===== src/rtl/fifo_sync_pkg.sv =====
// Shared defaults and elaboration helpers for the RAM-backed first-word-fall-through FIFO.
package fifo_sync_pkg;

    localparam int DEF_D_WIDTH   = 64;
    localparam int DEF_D_DEPTH   = 32;
    localparam int DEF_AF_MARGIN = 4;

    // Depth must be a power of two so the pointers wrap without extra compare logic.
    function automatic bit depth_ok(input int depth);
        return (depth >= 4) && ((depth & (depth - 1)) == 0);
    endfunction

endpackage


===== src/rtl/fifo_sync_if.sv =====
// Producer/consumer handshake and status bundle for fifo_sync; slave is the FIFO side.
interface fifo_sync_if
    import fifo_sync_pkg::*;
#(
    parameter int D_WIDTH = DEF_D_WIDTH,
    parameter int D_DEPTH = DEF_D_DEPTH
);

    localparam int L_WIDTH = $clog2(D_DEPTH + 1);

    logic               in_valid_i;
    logic [D_WIDTH-1:0] in_data_i;
    logic               in_ready_o;
    logic               out_valid_o;
    logic [D_WIDTH-1:0] out_data_o;
    logic               out_ready_i;
    logic [L_WIDTH-1:0] level_o;
    logic               full_o;
    logic               empty_o;
    logic               afull_o;

    modport slave (
        input  in_valid_i, in_data_i, out_ready_i,
        output in_ready_o, out_valid_o, out_data_o, level_o, full_o, empty_o, afull_o
    );

    modport master (
        output in_valid_i, in_data_i, out_ready_i,
        input  in_ready_o, out_valid_o, out_data_o, level_o, full_o, empty_o, afull_o
    );

endinterface


===== src/rtl/fifo_sync_ram_dp.sv =====
// Dual-port RAM with optional registered read on each port, intended for common-clock use.
module ram_dp #(
    parameter int D_WIDTH = 64,
    parameter int D_DEPTH = 32,
    parameter int A_WIDTH = $clog2(D_DEPTH),
    parameter int INIT    = 0,
    parameter int REG_OUT = 1
) (
    input  logic               clk_a,
    input  logic               en_a,
    input  logic               we_a,
    input  logic [A_WIDTH-1:0] addr_a,
    input  logic [D_WIDTH-1:0] din_a,
    output logic [D_WIDTH-1:0] dout_a,
    input  logic               clk_b,
    input  logic               en_b,
    input  logic               we_b,
    input  logic [A_WIDTH-1:0] addr_b,
    input  logic [D_WIDTH-1:0] din_b,
    output logic [D_WIDTH-1:0] dout_b
);

    localparam logic [D_WIDTH-1:0] INIT_WORD = D_WIDTH'(INIT);

    logic [D_WIDTH-1:0] mem [D_DEPTH];

    // Both ports commit writes on clk_a so the array has a single writer; port B wins a same-address collision.
    always_ff @(posedge clk_a) begin
        if (en_a && we_a) begin
            mem[addr_a] <= din_a;
        end
        if (en_b && we_b) begin
            mem[addr_b] <= din_b;
        end
    end

    generate
        if (REG_OUT != 0) begin : g_reg_out
            logic [D_WIDTH-1:0] q_a;
            logic [D_WIDTH-1:0] q_b;

            // Addresses past a non-power-of-two depth read back INIT instead of an undefined slot.
            always_ff @(posedge clk_a) begin
                if (en_a) begin
                    q_a <= (32'(addr_a) < D_DEPTH) ? mem[addr_a] : INIT_WORD;
                end
            end

            always_ff @(posedge clk_b) begin
                if (en_b) begin
                    q_b <= (32'(addr_b) < D_DEPTH) ? mem[addr_b] : INIT_WORD;
                end
            end

            assign dout_a = q_a;
            assign dout_b = q_b;
        end else begin : g_comb_out
            assign dout_a = (32'(addr_a) < D_DEPTH) ? mem[addr_a] : INIT_WORD;
            assign dout_b = (32'(addr_b) < D_DEPTH) ? mem[addr_b] : INIT_WORD;
        end
    endgenerate

endmodule


===== src/rtl/fifo_sync.sv =====
// Single-clock first-word-fall-through FIFO: RAM port A writes, port B's read register is the output stage.
module fifo_sync
    import fifo_sync_pkg::*;
#(
    parameter int D_WIDTH  = DEF_D_WIDTH,
    parameter int D_DEPTH  = DEF_D_DEPTH,
    parameter int AF_LEVEL = D_DEPTH - DEF_AF_MARGIN
) (
    input  logic      clk_i,
    input  logic      rst_n_i,
    fifo_sync_if.slave bus
);

    localparam int A_WIDTH = $clog2(D_DEPTH);
    localparam int L_WIDTH = $clog2(D_DEPTH + 1);

    generate
        if (!depth_ok(D_DEPTH)) begin : g_bad_depth
            $error("fifo_sync: D_DEPTH must be a power of two and at least 4");
        end
    endgenerate

    logic [A_WIDTH-1:0] wr_ptr;
    logic [A_WIDTH-1:0] rd_ptr;
    logic [L_WIDTH-1:0] level;
    logic               out_valid;
    logic [L_WIDTH-1:0] ram_cnt;
    logic               full;
    logic               in_ready;
    logic               wr_hs;
    logic               rd_hs;
    logic               rd_en;
    logic [D_WIDTH-1:0] unused_dout_a;

    assign full     = (level == L_WIDTH'(D_DEPTH));
    assign in_ready = !full;
    assign wr_hs    = bus.in_valid_i && in_ready;
    assign rd_hs    = out_valid && bus.out_ready_i;

    // Only words still in the RAM may be fetched, so a slot being written this edge is never read.
    assign ram_cnt = level - L_WIDTH'(out_valid);
    assign rd_en   = (ram_cnt != '0) && (!out_valid || bus.out_ready_i);

    always_ff @(posedge clk_i) begin
        if (!rst_n_i) begin
            wr_ptr    <= '0;
            rd_ptr    <= '0;
            level     <= '0;
            out_valid <= 1'b0;
        end else begin
            if (wr_hs) begin
                wr_ptr <= wr_ptr + A_WIDTH'(1);
            end
            if (rd_en) begin
                rd_ptr <= rd_ptr + A_WIDTH'(1);
            end
            if (wr_hs && !rd_hs) begin
                level <= level + L_WIDTH'(1);
            end else if (rd_hs && !wr_hs) begin
                level <= level - L_WIDTH'(1);
            end
            if (rd_en) begin
                out_valid <= 1'b1;
            end else if (rd_hs) begin
                out_valid <= 1'b0;
            end
        end
    end

    ram_dp #(
        .D_WIDTH (D_WIDTH),
        .D_DEPTH (D_DEPTH),
        .A_WIDTH (A_WIDTH),
        .INIT    (0),
        .REG_OUT (1)
    ) u_ram (
        .clk_a  (clk_i),
        .en_a   (wr_hs),
        .we_a   (wr_hs),
        .addr_a (wr_ptr),
        .din_a  (bus.in_data_i),
        .dout_a (unused_dout_a),
        .clk_b  (clk_i),
        .en_b   (rd_en),
        .we_b   (1'b0),
        .addr_b (rd_ptr),
        .din_b  ({D_WIDTH{1'b0}}),
        .dout_b (bus.out_data_o)
    );

    assign bus.in_ready_o  = in_ready;
    assign bus.out_valid_o = out_valid;
    assign bus.level_o     = level;
    assign bus.full_o      = full;
    assign bus.empty_o     = (level == '0);
    assign bus.afull_o     = (level >= L_WIDTH'(AF_LEVEL));

endmodule

===== src/flat_wrapper.sv =====
// flat-port wrapper written by rule: the top's interface ports become plain ports
module fifo_sync_flat import fifo_sync_pkg::*;
#(
    parameter int D_WIDTH  = DEF_D_WIDTH,
    parameter int D_DEPTH  = DEF_D_DEPTH,
    parameter int AF_LEVEL = D_DEPTH - DEF_AF_MARGIN
)
  (clk_i, rst_n_i, bus_in_valid_i, bus_in_data_i, bus_out_ready_i, bus_in_ready_o, bus_out_valid_o, bus_out_data_o, bus_level_o, bus_full_o, bus_empty_o, bus_afull_o);
  fifo_sync_if #(.D_WIDTH(D_WIDTH), .D_DEPTH(D_DEPTH)) bus_i ();
  input  logic clk_i;
  input  logic rst_n_i;
  input wire logic [$bits(bus_i.in_valid_i)-1:0] bus_in_valid_i;
  input wire logic [$bits(bus_i.in_data_i)-1:0] bus_in_data_i;
  input wire logic [$bits(bus_i.out_ready_i)-1:0] bus_out_ready_i;
  output wire logic [$bits(bus_i.in_ready_o)-1:0] bus_in_ready_o;
  output wire logic [$bits(bus_i.out_valid_o)-1:0] bus_out_valid_o;
  output wire logic [$bits(bus_i.out_data_o)-1:0] bus_out_data_o;
  output wire logic [$bits(bus_i.level_o)-1:0] bus_level_o;
  output wire logic [$bits(bus_i.full_o)-1:0] bus_full_o;
  output wire logic [$bits(bus_i.empty_o)-1:0] bus_empty_o;
  output wire logic [$bits(bus_i.afull_o)-1:0] bus_afull_o;
  assign bus_i.in_valid_i = bus_in_valid_i;
  assign bus_i.in_data_i = bus_in_data_i;
  assign bus_i.out_ready_i = bus_out_ready_i;
  assign bus_in_ready_o = bus_i.in_ready_o;
  assign bus_out_valid_o = bus_i.out_valid_o;
  assign bus_out_data_o = bus_i.out_data_o;
  assign bus_level_o = bus_i.level_o;
  assign bus_full_o = bus_i.full_o;
  assign bus_empty_o = bus_i.empty_o;
  assign bus_afull_o = bus_i.afull_o;
  fifo_sync #(.D_WIDTH(D_WIDTH), .D_DEPTH(D_DEPTH), .AF_LEVEL(AF_LEVEL)) u_core (.clk_i(clk_i), .rst_n_i(rst_n_i), .bus(bus_i));
endmodule

===== config.mk =====
export PLATFORM = sky130hd
export DESIGN_NAME = fifo_sync_flat
export DESIGN_NICKNAME = d
export VERILOG_FILES = /design/src/rtl/fifo_sync_pkg.sv /design/src/rtl/fifo_sync_if.sv /design/src/rtl/fifo_sync_ram_dp.sv /design/src/rtl/fifo_sync.sv /design/src/flat_wrapper.sv
export SDC_FILE = /design/constraint.sdc
export NUM_CORES = 2
export LEC_CHECK = 0
export ABC_AREA = 0
export BUFFER_PORTS_ARGS = -buffer_cell sky130_fd_sc_hd__buf_2
export CAP_MARGIN = 10
export CORE_ASPECT_RATIO = 0.5
export CORE_MARGIN = 3
export CORE_UTILIZATION = 40
export DETAILED_ROUTE_END_ITERATION = 12
export GPL_ROUTABILITY_DRIVEN = 0
export HOLD_SLACK_MARGIN = 0.15
export PLACE_DENSITY = 0.57
export SKIP_LAST_GASP = 1
export SLEW_MARGIN = 20
export SYNTH_ARGS = -nofsm -noshare
export SYNTH_HDL_FRONTEND = slang
export SYNTH_SLANG_ARGS = --single-unit

===== constraint.sdc =====
create_clock -name clk_i -period 11.4 [get_ports clk_i]
set_input_delay 2.85 -clock clk_i [delete_from_list [all_inputs] [get_ports clk_i]]
set_output_delay 2.85 -clock clk_i [all_outputs]
set_load 0.005 [all_outputs]

==> results.tsv <==
stage	metric	value	unit
critical_path	critPathKind	flop to primary output	
synth	synth_top_cell_area_share	78.8	%
global_routing	antenna_found_initial	13	
outcome	run_status	finished clean	
critical_path	critPathMaxStageDelay	0.57	ns
routing	firstDrtPassIters	5	
critical_path	worstPathArrival	2.23	ns
synth	yosys.cell_types.count	59	
placement	io_buffers	142	
global_routing	grt_pass1_vias	38900	
final_layout	fillCellCount	16400	
clock_network	clkTransAtPathRegs	0.06	ns
synth	synth_seq_cells	2129	
critical_path	cp_cell_sequence	or3b_2 > or2_2 > inv_1 > buf_2	
run	cap_violations	0	
synth	yosysSeqAreaShare	79.2	%
critical_path	worstReg2RegStart	u_core.rd_ptr[1]	
routing	drt_iter0_markers	4638	
clock_network	htreeDepth	4	
die	num_rows	115	
routing	routed_wl	203	mm
final_layout	syn2layout_area_growth	12.3	%
final_layout	final_cells	6606	
sta	min_period	5.08	ns
clock_network	cts_buffers	188	
hold_path	hold_path.class	flop to flop	
routing	drc	0	
clock_network	clock_latency	0.82	ns
sta	skew	0.0380	ns
sta	maxSlewHeadroom	22.0	%
synth	syn_nets	3684	
critical_path	regToRegEndpoint	u_core.u_ram.dout_b[5]	
routing	vias	38200	
routing	via_per_inst	5.79	
clock_network	ctsResizeCount	0	
sta	finalHoldViolations	0	
clock_network	cts_hold_buf	0	
sta	slew_viol_final	0	
pwr	p_leak	27.4	nW
synth	synth-edff-count	2112	
clock_network	cts_setup_buffers	0	
synth	ys.flop_type	edfxtp_1	
critical_path	cp-startpoint	u_core.bus.level_o[0]	
synth	syn_area	0.0805	sq mm
sta	tns	0	ns
synth	ys_async_sr_fraction	0	%
global_routing	grt_overflow	0	
global_routing	grt_usage	19.6	%
final_layout	stdcell_area	0.0904	sq mm
final_layout	nets	3901	
critical_path	crit_end	bus_full_o	
clock_network	cts_sinks	2129	
final_layout	multi_input_area	0.0160	sq mm
critical_path	worstPathRequired	8.55	ns
critical_path	cp-start-kind	flop	
die	die_w	640	microns
final_layout	drive_gt1_share	23.9	%
placement	dp.cells	6261	
pwr	peakVddDrop	0.170	mV
pwr	power_density	206	mW/mm^2
routing	route.antenna.remaining_nets	0	
final_layout	regArea	0.0638	sq mm
global_routing	grt_first_pass_wirelength	291	mm
synth	synth_area_leader_cell	edfxtp_1	
placement	dp_hpwl	114	mm
critical_path	ff2ff_path_depth	6	
critical_path	r2r_slack	6.93	ns
critical_path	cpLargestDelayFamily	simple AND/OR/NAND/NOR gates	
sta	fin_crit_sh	44.6	%
die	dieArea	0.207	sq mm
critical_path	slowest_stage	or3b_2	
clock_network	cts_tree	yes	
critical_path	cp-end-kind	primary output	
sta	worstMarginPinSlew	1.17	ns
placement	placed_area	0.0846	sq mm
critical_path	path_buf_inv	2	
sta	finalSetupViolCount	0	
die	fp.dieH	323	microns
synth	syn_avg_cell_area	22.3	sq um
global_routing	grt_max_degree	114	
critical_path	crit_fanout	8	
sta	holdWs	0.536	ns
die	initial_core_util	40.6	%
synth	synthTopCellsByArea	edfxtp_1 (79%), mux4_2 (11%), mux2i_1 (3.5%)	
clock_network	cts_buffer_depth	3	
routing	wl_per_cell	30.8	microns
die	io_pins	143	
die	core_area	0.198	sq mm
sta	clock.fmax	0.197	GHz
clock_network	cts-root-buf	clkbuf_16	
synth	yosys_warnings	0	
synth	syn_inst	3604	
critical_path	cp.depth	4	
sta	rsz0062_at_grt	false	
-- cells by family after synthesis --
logic type	synth area share (%)
compound gates	3.90
xor+xnor	0.0979
fa+ha+maj	0.196
buf+inv	1.41
flops	79.2
mux	14.0
simple gates	1.17
-- state kept, by name, summed over array words and instances (netlist names) --
name / flops
u_core.u_ram.mem: 2048
u_core.u_ram.dout_b: 64
u_core.bus.level_o: 6
u_core.rd_ptr: 5
u_core.wr_ptr: 5
u_core.bus.out_valid_o: 1
-- cells in the mapped netlist (all sizes together) (17+ instances only) --
| cell type | n |
|---|---|
| a2111oi | 18 |
| a211oi | 26 |
| a21oi | 70 |
| a22oi | 151 |
| buf | 123 |
| clkbuf | 80 |
| dfxtp | 17 |
| edfxtp | 2112 |
| mux2i | 278 |
| mux4 | 377 |
| nand4 | 20 |
| nor2 | 46 |
| nor2b | 22 |
| nor3 | 18 |
| o221ai | 62 |
| o22ai | 70 |
-- area by class of cell --
type	instances	area share, %
Antenna cell	5	0.0138
Clock buffer	243	5.62
Clock inverter	95	0.775
Inverter	8	0.0332
Multi-Input combinational cell	1264	17.7
Sequential cell	2129	70.5
Tap cell	2632	3.64
Timing Repair Buffer	230	1.70
-- worst min-delay path: stages, from the launching register on --
cell and delay (ns):
dfxtp_1 0.36, nand2_1 0.07, mux2i_1 0.06
-- worst min path at each step --
stage / start / to / slack [ns] / cells past startpoint
floorplan: u_core.bus.level_o[5] / u_core.bus.level_o[5] / 0.50 / 2
global placement: u_core.bus.level_o[5] / u_core.bus.level_o[5] / 0.52 / 2
detailed placement: u_core.bus.level_o[5] / u_core.bus.level_o[5] / 0.51 / 2
CTS: u_core.bus.level_o[5] / u_core.bus.level_o[5] / 0.53 / 2
global route: u_core.bus.level_o[5] / u_core.bus.level_o[5] / 0.59 / 2
finish: u_core.bus.level_o[5] / u_core.bus.level_o[5] / 0.54 / 2
-- through the flow --
stage | power, W | util (%) | setup WS (ns)
2_1_floorplan | 0.0115 | - | 4.83
3_3_place_gp | 0.0127 | 42.6 | 5.58
3_5_place_dp | 0.0128 | 42.7 | 5.58
4_1_cts | 0.0189 | 45.6 | 6.26
5_1_grt | 0.0193 | 45.6 | 6.21
6_report | 0.0186 | 45.6 | 6.32
-- layout by cell type, fill, tap and decap left out, drive strengths merged, types with 6 or more instances in the layout --
| cell | count |
|---|---|
| buf | 229 |
| mux2i | 278 |
| a22oi | 151 |
| ha | 11 |
| a2111oi | 18 |
| o221ai | 62 |
| nand3b | 9 |
| dfxtp | 17 |
| nand3 | 10 |
| a211oi | 26 |
| nor3 | 18 |
| inv | 13 |
| mux4 | 377 |
| nor2b | 22 |
| a21o | 6 |
| clkbuf | 244 |
| edfxtp | 2112 |
| nand4 | 20 |
| bufinv | 9 |
| o22ai | 70 |
| clkinv | 79 |
| a21oi | 70 |
| nand2 | 13 |
| nor2 | 46 |
-- per-layer routing --
metal | wire length [microns] | vias to the layer above | GRT usage [%]
met4 | 4130 | 6 | 4.74
li1 | - | 15800 | -
met2 | 98700 | 1388 | 31.9
met5 | 34 | - | 0
met3 | 12500 | 235 | 2.93
met1 | 87900 | 20800 | 28.2
-- where the power goes --
group          internal, W  switching [W]
combinational      0.00146        0.00198
sequential         0.00894       0.000148
clock              0.00334        0.00277
(Power assumes the default switching activity.)
